<file path="src/rtl/conv_pkg.sv">
// Shared widths, sign-aware types and tap helper for the 3x3 convolution MAC.
package conv_pkg;
  localparam int PIX_W    = 8;
  localparam int WGT_W    = 8;
  localparam int TAP_W    = 24;
  localparam int NUM_TAPS = 9;
  localparam int PROD_W   = 17;
  localparam int ROW_W    = 19;
  localparam int SUM_W    = 20;

  typedef logic signed [WGT_W-1:0]  wgt_t;
  typedef logic signed [PROD_W-1:0] prod_t;
  typedef logic signed [ROW_W-1:0]  row_t;
  typedef logic signed [SUM_W-1:0]  sum_t;

  // Column 0 is the oldest pixel in the top byte of the tap word.
  function automatic logic [PIX_W-1:0] tap_pixel(input logic [TAP_W-1:0] tap, input int col);
    return tap[(2-col)*PIX_W +: PIX_W];
  endfunction
endpackage

</file>
<file path="src/rtl/conv_res_fifo.sv">
// Synchronous result FIFO with occupancy count; head reads as zero when empty.
module conv_res_fifo #(
  parameter int WIDTH = 20,
  parameter int DEPTH = 4,
  localparam int AW = $clog2(DEPTH),
  localparam int CW = AW + 1
) (
  input  logic             clk,
  input  logic             rst,
  input  logic             clr,
  input  logic             push,
  input  logic [WIDTH-1:0] din,
  input  logic             pop,
  output logic [WIDTH-1:0] dout,
  output logic             valid,
  output logic [CW-1:0]    count
);
  logic [WIDTH-1:0] r_mem [DEPTH];
  logic [AW-1:0]    r_wr_ptr, r_rd_ptr;
  logic [CW-1:0]    r_count;
  logic             w_do_pop, w_do_push;

  assign w_do_pop  = pop & (r_count != '0);
  assign w_do_push = push & ((r_count != CW'(DEPTH)) | w_do_pop);

  always_ff @(posedge clk) begin
    if (w_do_push && !clr) r_mem[r_wr_ptr] <= din;
  end

  always_ff @(posedge clk or negedge rst) begin
    if (!rst) begin
      r_wr_ptr <= '0;
      r_rd_ptr <= '0;
      r_count  <= '0;
    end else if (clr) begin
      r_wr_ptr <= '0;
      r_rd_ptr <= '0;
      r_count  <= '0;
    end else begin
      if (w_do_push) r_wr_ptr <= r_wr_ptr + 1'b1;
      if (w_do_pop)  r_rd_ptr <= r_rd_ptr + 1'b1;
      r_count <= r_count + CW'(w_do_push) - CW'(w_do_pop);
    end
  end

  assign valid = (r_count != '0);
  assign dout  = valid ? r_mem[r_rd_ptr] : '0;
  assign count = r_count;
endmodule

</file>
<file path="src/rtl/conv3x3_mac.sv">
// Two-stage 3x3 signed-weight MAC feeding a credit-guarded result FIFO.
// Build option CONV_RELU_EN clamps negative totals to zero before queuing.
module conv3x3_mac #(
  parameter int FIFO_DEPTH = 4,
  parameter int SUM_W      = 20
) (
  input  logic                      clk,
  input  logic                      rst,
  input  logic                      clr,
  input  logic                      w_load_en,
  input  logic                      w_valid,
  input  logic [31:0]               w_data,
  output logic                      w_ready,
  output logic                      weights_ok,
  input  logic                      alu_en,
  input  logic [conv_pkg::TAP_W-1:0] x_reg1,
  input  logic [conv_pkg::TAP_W-1:0] x_reg2,
  input  logic [conv_pkg::TAP_W-1:0] x_reg3,
  output logic [SUM_W-1:0]          res_data,
  output logic                      res_valid,
  input  logic                      res_ready,
  output logic                      stall,
  output logic                      overflow
);
  import conv_pkg::*;

  localparam int CW = $clog2(FIFO_DEPTH) + 1;

  wgt_t       r_wgt [NUM_TAPS];
  logic [1:0] r_wcnt;
  logic       r_weights_ok;

  always_ff @(posedge clk or negedge rst) begin
    if (!rst) begin
      for (int i = 0; i < NUM_TAPS; i++) r_wgt[i] <= '0;
      r_wcnt       <= 2'd0;
      r_weights_ok <= 1'b0;
    end else if (w_valid && w_load_en) begin
      case (r_wcnt)
        2'd0: begin
          for (int i = 0; i < 4; i++) r_wgt[i] <= w_data[8*i +: 8];
          r_weights_ok <= 1'b0;
          r_wcnt       <= 2'd1;
        end
        2'd1: begin
          for (int i = 0; i < 4; i++) r_wgt[4+i] <= w_data[8*i +: 8];
          r_wcnt <= 2'd2;
        end
        default: begin
          r_wgt[8]     <= w_data[7:0];
          r_wcnt       <= 2'd0;
          r_weights_ok <= 1'b1;
        end
      endcase
    end
  end

  prod_t w_prod [NUM_TAPS];
  prod_t r_prod [NUM_TAPS];
  row_t  w_row [3];
  row_t  r_row [3];

  genvar gi;
  generate
    for (gi = 0; gi < NUM_TAPS; gi++) begin : g_mul
      logic [TAP_W-1:0] w_tap;
      assign w_tap = (gi < 3) ? x_reg1 : (gi < 6) ? x_reg2 : x_reg3;
      assign w_prod[gi] = prod_t'($signed({1'b0, tap_pixel(w_tap, gi % 3)})) * prod_t'(r_wgt[gi]);
    end
    for (gi = 0; gi < 3; gi++) begin : g_row
      assign w_row[gi] = row_t'(r_prod[3*gi]) + row_t'(r_prod[3*gi+1]) + row_t'(r_prod[3*gi+2]);
    end
  endgenerate

  logic          r_s1_valid, r_s2_valid, r_overflow;
  logic          w_accept;
  sum_t          w_total, w_push_data;
  logic [CW-1:0] w_fifo_count;
  logic [CW:0]   w_credit;

  assign w_accept = alu_en & ~stall & ~clr;

  always_ff @(posedge clk or negedge rst) begin
    if (!rst) begin
      r_s1_valid <= 1'b0;
      r_s2_valid <= 1'b0;
      r_overflow <= 1'b0;
      for (int i = 0; i < NUM_TAPS; i++) r_prod[i] <= '0;
      for (int i = 0; i < 3; i++) r_row[i] <= '0;
    end else begin
      if (clr) begin
        r_s1_valid <= 1'b0;
        r_s2_valid <= 1'b0;
        r_overflow <= 1'b0;
      end else begin
        r_s1_valid <= w_accept;
        r_s2_valid <= r_s1_valid;
        if (alu_en && stall) r_overflow <= 1'b1;
      end
      if (w_accept)   for (int i = 0; i < NUM_TAPS; i++) r_prod[i] <= w_prod[i];
      if (r_s1_valid) for (int i = 0; i < 3; i++) r_row[i] <= w_row[i];
    end
  end

  assign w_total = sum_t'(r_row[0]) + sum_t'(r_row[1]) + sum_t'(r_row[2]);

`ifdef CONV_RELU_EN
  assign w_push_data = w_total[$bits(sum_t)-1] ? '0 : w_total;
`else
  assign w_push_data = w_total;
`endif

  conv_res_fifo #(
    .WIDTH (SUM_W),
    .DEPTH (FIFO_DEPTH)
  ) u_fifo (
    .clk   (clk),
    .rst   (rst),
    .clr   (clr),
    .push  (r_s2_valid),
    .din   (w_push_data),
    .pop   (res_ready),
    .dout  (res_data),
    .valid (res_valid),
    .count (w_fifo_count)
  );

  // Credits count every sample already committed to reach the FIFO.
  assign w_credit   = {1'b0, w_fifo_count} + (CW+1)'(r_s1_valid) + (CW+1)'(r_s2_valid);
  assign stall      = (w_credit >= (CW+1)'(FIFO_DEPTH));
  assign overflow   = r_overflow;
  assign w_ready    = 1'b1;
  assign weights_ok = r_weights_ok;
endmodule

</file>
<file path="config.mk">
export PLATFORM = sky130hd
export DESIGN_NAME = conv3x3_mac
export DESIGN_NICKNAME = d
export VERILOG_FILES = /design/src/rtl/conv_pkg.sv /design/src/rtl/conv_res_fifo.sv /design/src/rtl/conv3x3_mac.sv
export SDC_FILE = /design/constraint.sdc
export NUM_CORES = 2
export LEC_CHECK = 0
export ABC_AREA = 1
export CORE_ASPECT_RATIO = 0.7
export CORE_MARGIN = 1
export CORE_UTILIZATION = 45
export DETAILED_ROUTE_END_ITERATION = 8
export DONT_BUFFER_PORTS = 1
export MAX_ROUTING_LAYER = met4
export PLACE_DENSITY_LB_ADDON = 0.3
export SLEW_MARGIN = 20
export SYNTH_ARGS = -nofsm -noshare
export SYNTH_HDL_FRONTEND = slang
export SYNTH_SLANG_ARGS = --single-unit
</file>
<file path="constraint.sdc">
create_clock -name clk -period 5.9 [get_ports clk]
set_input_delay 0.295 -clock clk [delete_from_list [all_inputs] [get_ports clk]]
set_output_delay 0.295 -clock clk [all_outputs]
set_load 0.03 [all_outputs]
</file>
==> results_dict.tcl <==
set metrics [dict create \
    postRouteAntennaNets 0 \
    synthTopCellsByCount "nand2_1, inv_1, ha_1, fa_1, dfrtp_1" \
    drc 0 \
    boundaryPins 136 \
    dr_total_vias 30600 \
    cts_made_buffers 43 \
    cp.arrival_ns 5.23 \
    rsz0062_at_grt "no" \
    finalWeightedCongestion 0.888 \
    fmax_mhz 211 \
    cpMostUsedCell "nand2_1" \
    endpoint_kind "flip-flop" \
    drt_iter0_markers 2391 \
    crit_chain "clkinv_1, or2_2, fa_1, fa_1, inv_1, fa_1, inv_1, fa_1, inv_1, ha_1, nand2_1, o21ai_0, nand2_1, nand2_1, nand2_1, nand2_1, nand2_1, nand3_1, nand2_1" \
    crit_required_ns 6.40 \
    cts_tree "done" \
    avgViaCountPerCell 4.94 \
    yosysMostFrequentCell "nand2_1" \
    clock_sinks 375 \
    hold_ws_ns -0.599 \
    final.setup_skew_ns 0.0322 \
    maxCapViolCount 0 \
    cts_root_buf "clkbuf_16" \
    synth_flop_cell "dfrtp_1" \
    antenna_found_initial 3 \
    syn_nets 6105 \
    final_max_slew_viol_count 0 \
    grt_pass1_vias 29700 \
    wl_per_cell_um 16.1 \
    synth_cells 5122 \
    multi_input_area_um2 25200 \
    grt_max_degree 296 \
    reg2regPathDepth 19 \
    rrSetupSlack_ns 1.16 \
    path_delay_family "adder cells" \
    hold_path_class "input pin to asynchronous set/reset pin" \
    hold_viol 295 \
    synth_enable_flop_cells 80 \
    die_x_um 358 \
    area_growth_syn_to_layout_pct 6.27 \
    syn_area_um2 40000 \
    globalRouteTotalUtil_pct 23.6 \
    path_class "flip-flop to flip-flop" \
    finalWirelength_um 99900 \
    cpMaxStageDelayCell "fa_1" \
    synth-seq-cells 375 \
    clk_latency_ns 0.62 \
    min_period_ns 4.74 \
    fp.dieH_um 251 \
    coreArea_um2 88000 \
    dp_hpwl_um 79100 \
    layout-drive-gt1-share_pct 2.48 \
    setup_violations 0 \
    fill_cells 8567 \
    avgSynthCellArea_um2 7.81 \
    nNetsFinal 5979 \
    startpoint_type "flip-flop" \
    min_period_over_period_pct 80.3 \
    critPathMaxFanout 9 \
    netlist_top_cells_area "fa_1, dfrtp_1, ha_1" \
    cts-resized-gates 0 \
    ys.warnings.count 0 \
    path_buf_inv 4 \
    firstDrtPassIters 5 \
    slew_headroom_pct 35.4 \
    async_reset_ff_share_pct 78.7 \
    violations "negative hold slack" \
    synth_top_cell_area_share_pct 20.4 \
    grt-ovfl-total 0 \
    fp.dieArea_um2 90100 \
    status "finished with violations" \
    synth_cell_types 32 \
    cts_buffer_depth 3 \
    synth_seq_area_share_pct 24.5 \
    path_depth 19 \
    seqCellArea_um2 9780 \
    tightestPinTransition_ns 0.969 \
    synth_top_cell_by_area "fa_1" \
    portBuffers 0 \
    h-tree-depth 2 \
    initial_core_util_pct 45.5 \
    grt_pass1_wl_um 164000 \
    rows 91 \
    utilization_pct 48.3 \
    setup_tns_ns 0 \
    clkTransAtPathRegs_ns 0.07 \
    slowest_delay_ns 0.55 \
]
[cell type report]
cell class,instances,share of cell area (%)
Tap cell,1162,3.42
Timing Repair Buffer,42,0.936
Multi-Input combinational cell,3434,59.4
Inverter,1100,9.72
Sequential cell,375,23.0
Clock inverter,27,0.721
Clock buffer,53,2.79
Antenna cell,2,0.0118
[metrics by stage]
| step | worst slack (ns) | hold WS (ns) | cell area, um^2 | instances |
|---|---|---|---|---|
| floorplan | 1.61 | -0.000591 | 40000 | 5122 |
| global placement | 1.23 | 0.0108 | 40700 | 6085 |
| detailed placement | 1.16 | 0.0120 | 40700 | 6085 |
| CTS | 1.18 | -0.650 | 42500 | 6192 |
| global route | 0.883 | -0.625 | 42500 | 6194 |
| finish | 1.16 | -0.599 | 42500 | 6195 |
[repair_timing]
| item | in CTS | in global routing |
|---|---|---|
| endpoints found under the hold margin | 340 | 296 |
| buffers inserted | 0 | 0 |
| hold buffers | 27 | 1 |
[sequential cells by signal, summed over array words and instances, names as in the netlist]
name and cells:
u_fifo.count 3, r_prod 153, overflow 1, u_fifo.r_wr_ptr 2, r_s2_valid 1, u_fifo.r_mem 80
r_wcnt 2, r_row 57, u_fifo.r_rd_ptr 2, weights_ok 1, r_wgt 72, r_s1_valid 1
[metal layers]
metal / global-route usage (%) / vias to the layer above / part of all wire [%]
met4: 3.34 / 0 / 1.1
met1: 37.6 / 14600 / 52
met2: 32.0 / 751 / 40
met5: - / - / 0
li1: - / 15200 / -
met3: 3.28 / 76 / 6.6
[kinds of logic after synthesis]
| kind of cell | Yosys count | synth area share [%] |
|---|---|---|
| compound gates | 440 | 5.86 |
| xor+xnor | 99 | 2.17 |
| fa+ha+maj | 872 | 34.9 |
| buf+inv | 1313 | 12.5 |
| flops | 375 | 24.5 |
| other cells | 1 | 0.00937 |
| simple gates | 2022 | 20.1 |
[placed cells by master (no fill, tap or decap), drive strengths merged]
master,synthesis,routed
and2,7,7
fa,408,408
clkinv,8,18
dfrtp,295,295
buf,34,14
xnor2,63,63
diode,0,2
or2,29,29
nor4,5,5
nor3,23,23
o21a,1,1
edfxtp,80,80
nand4,5,5
dlygate4sd3,0,28
xor2,36,36
nor2,276,276
clkinvlp,0,6
a31oi,9,9
nand3b,11,11
o21ai,237,237
bufinv,0,4
ha,464,464
o21bai,25,25
clkbuf,179,53
inv,1092,1099
nand3,208,208
nand2,1456,1456
and3,2,2
a21oi,142,142
conb,1,1
a21o,26,26
[final timing paths]
path,start,endpoint
worst min register to register,r_row[0]$_DFFE_PN0P_,r_row[0]$_DFFE_PN0P_
min in group clk,w_data[23],r_wgt[23]$_DFFE_PN0P_
worst max-delay path,r_wgt[63]$_DFFE_PN0P_,r_prod[135]$_DFFE_PN0P_
worst max register to register,r_wgt[63]$_DFFE_PN0P_,r_prod[135]$_DFFE_PN0P_
max in group asynchronous,rst,r_wcnt[0]$_DFFE_PN0P_
worst min-delay path,rst,r_wgt[52]$_DFFE_PN0P_
Power is left out: the tool's default activity adds up to more than one toggle a clock period on the data nets, which glitch-free logic cannot reach.
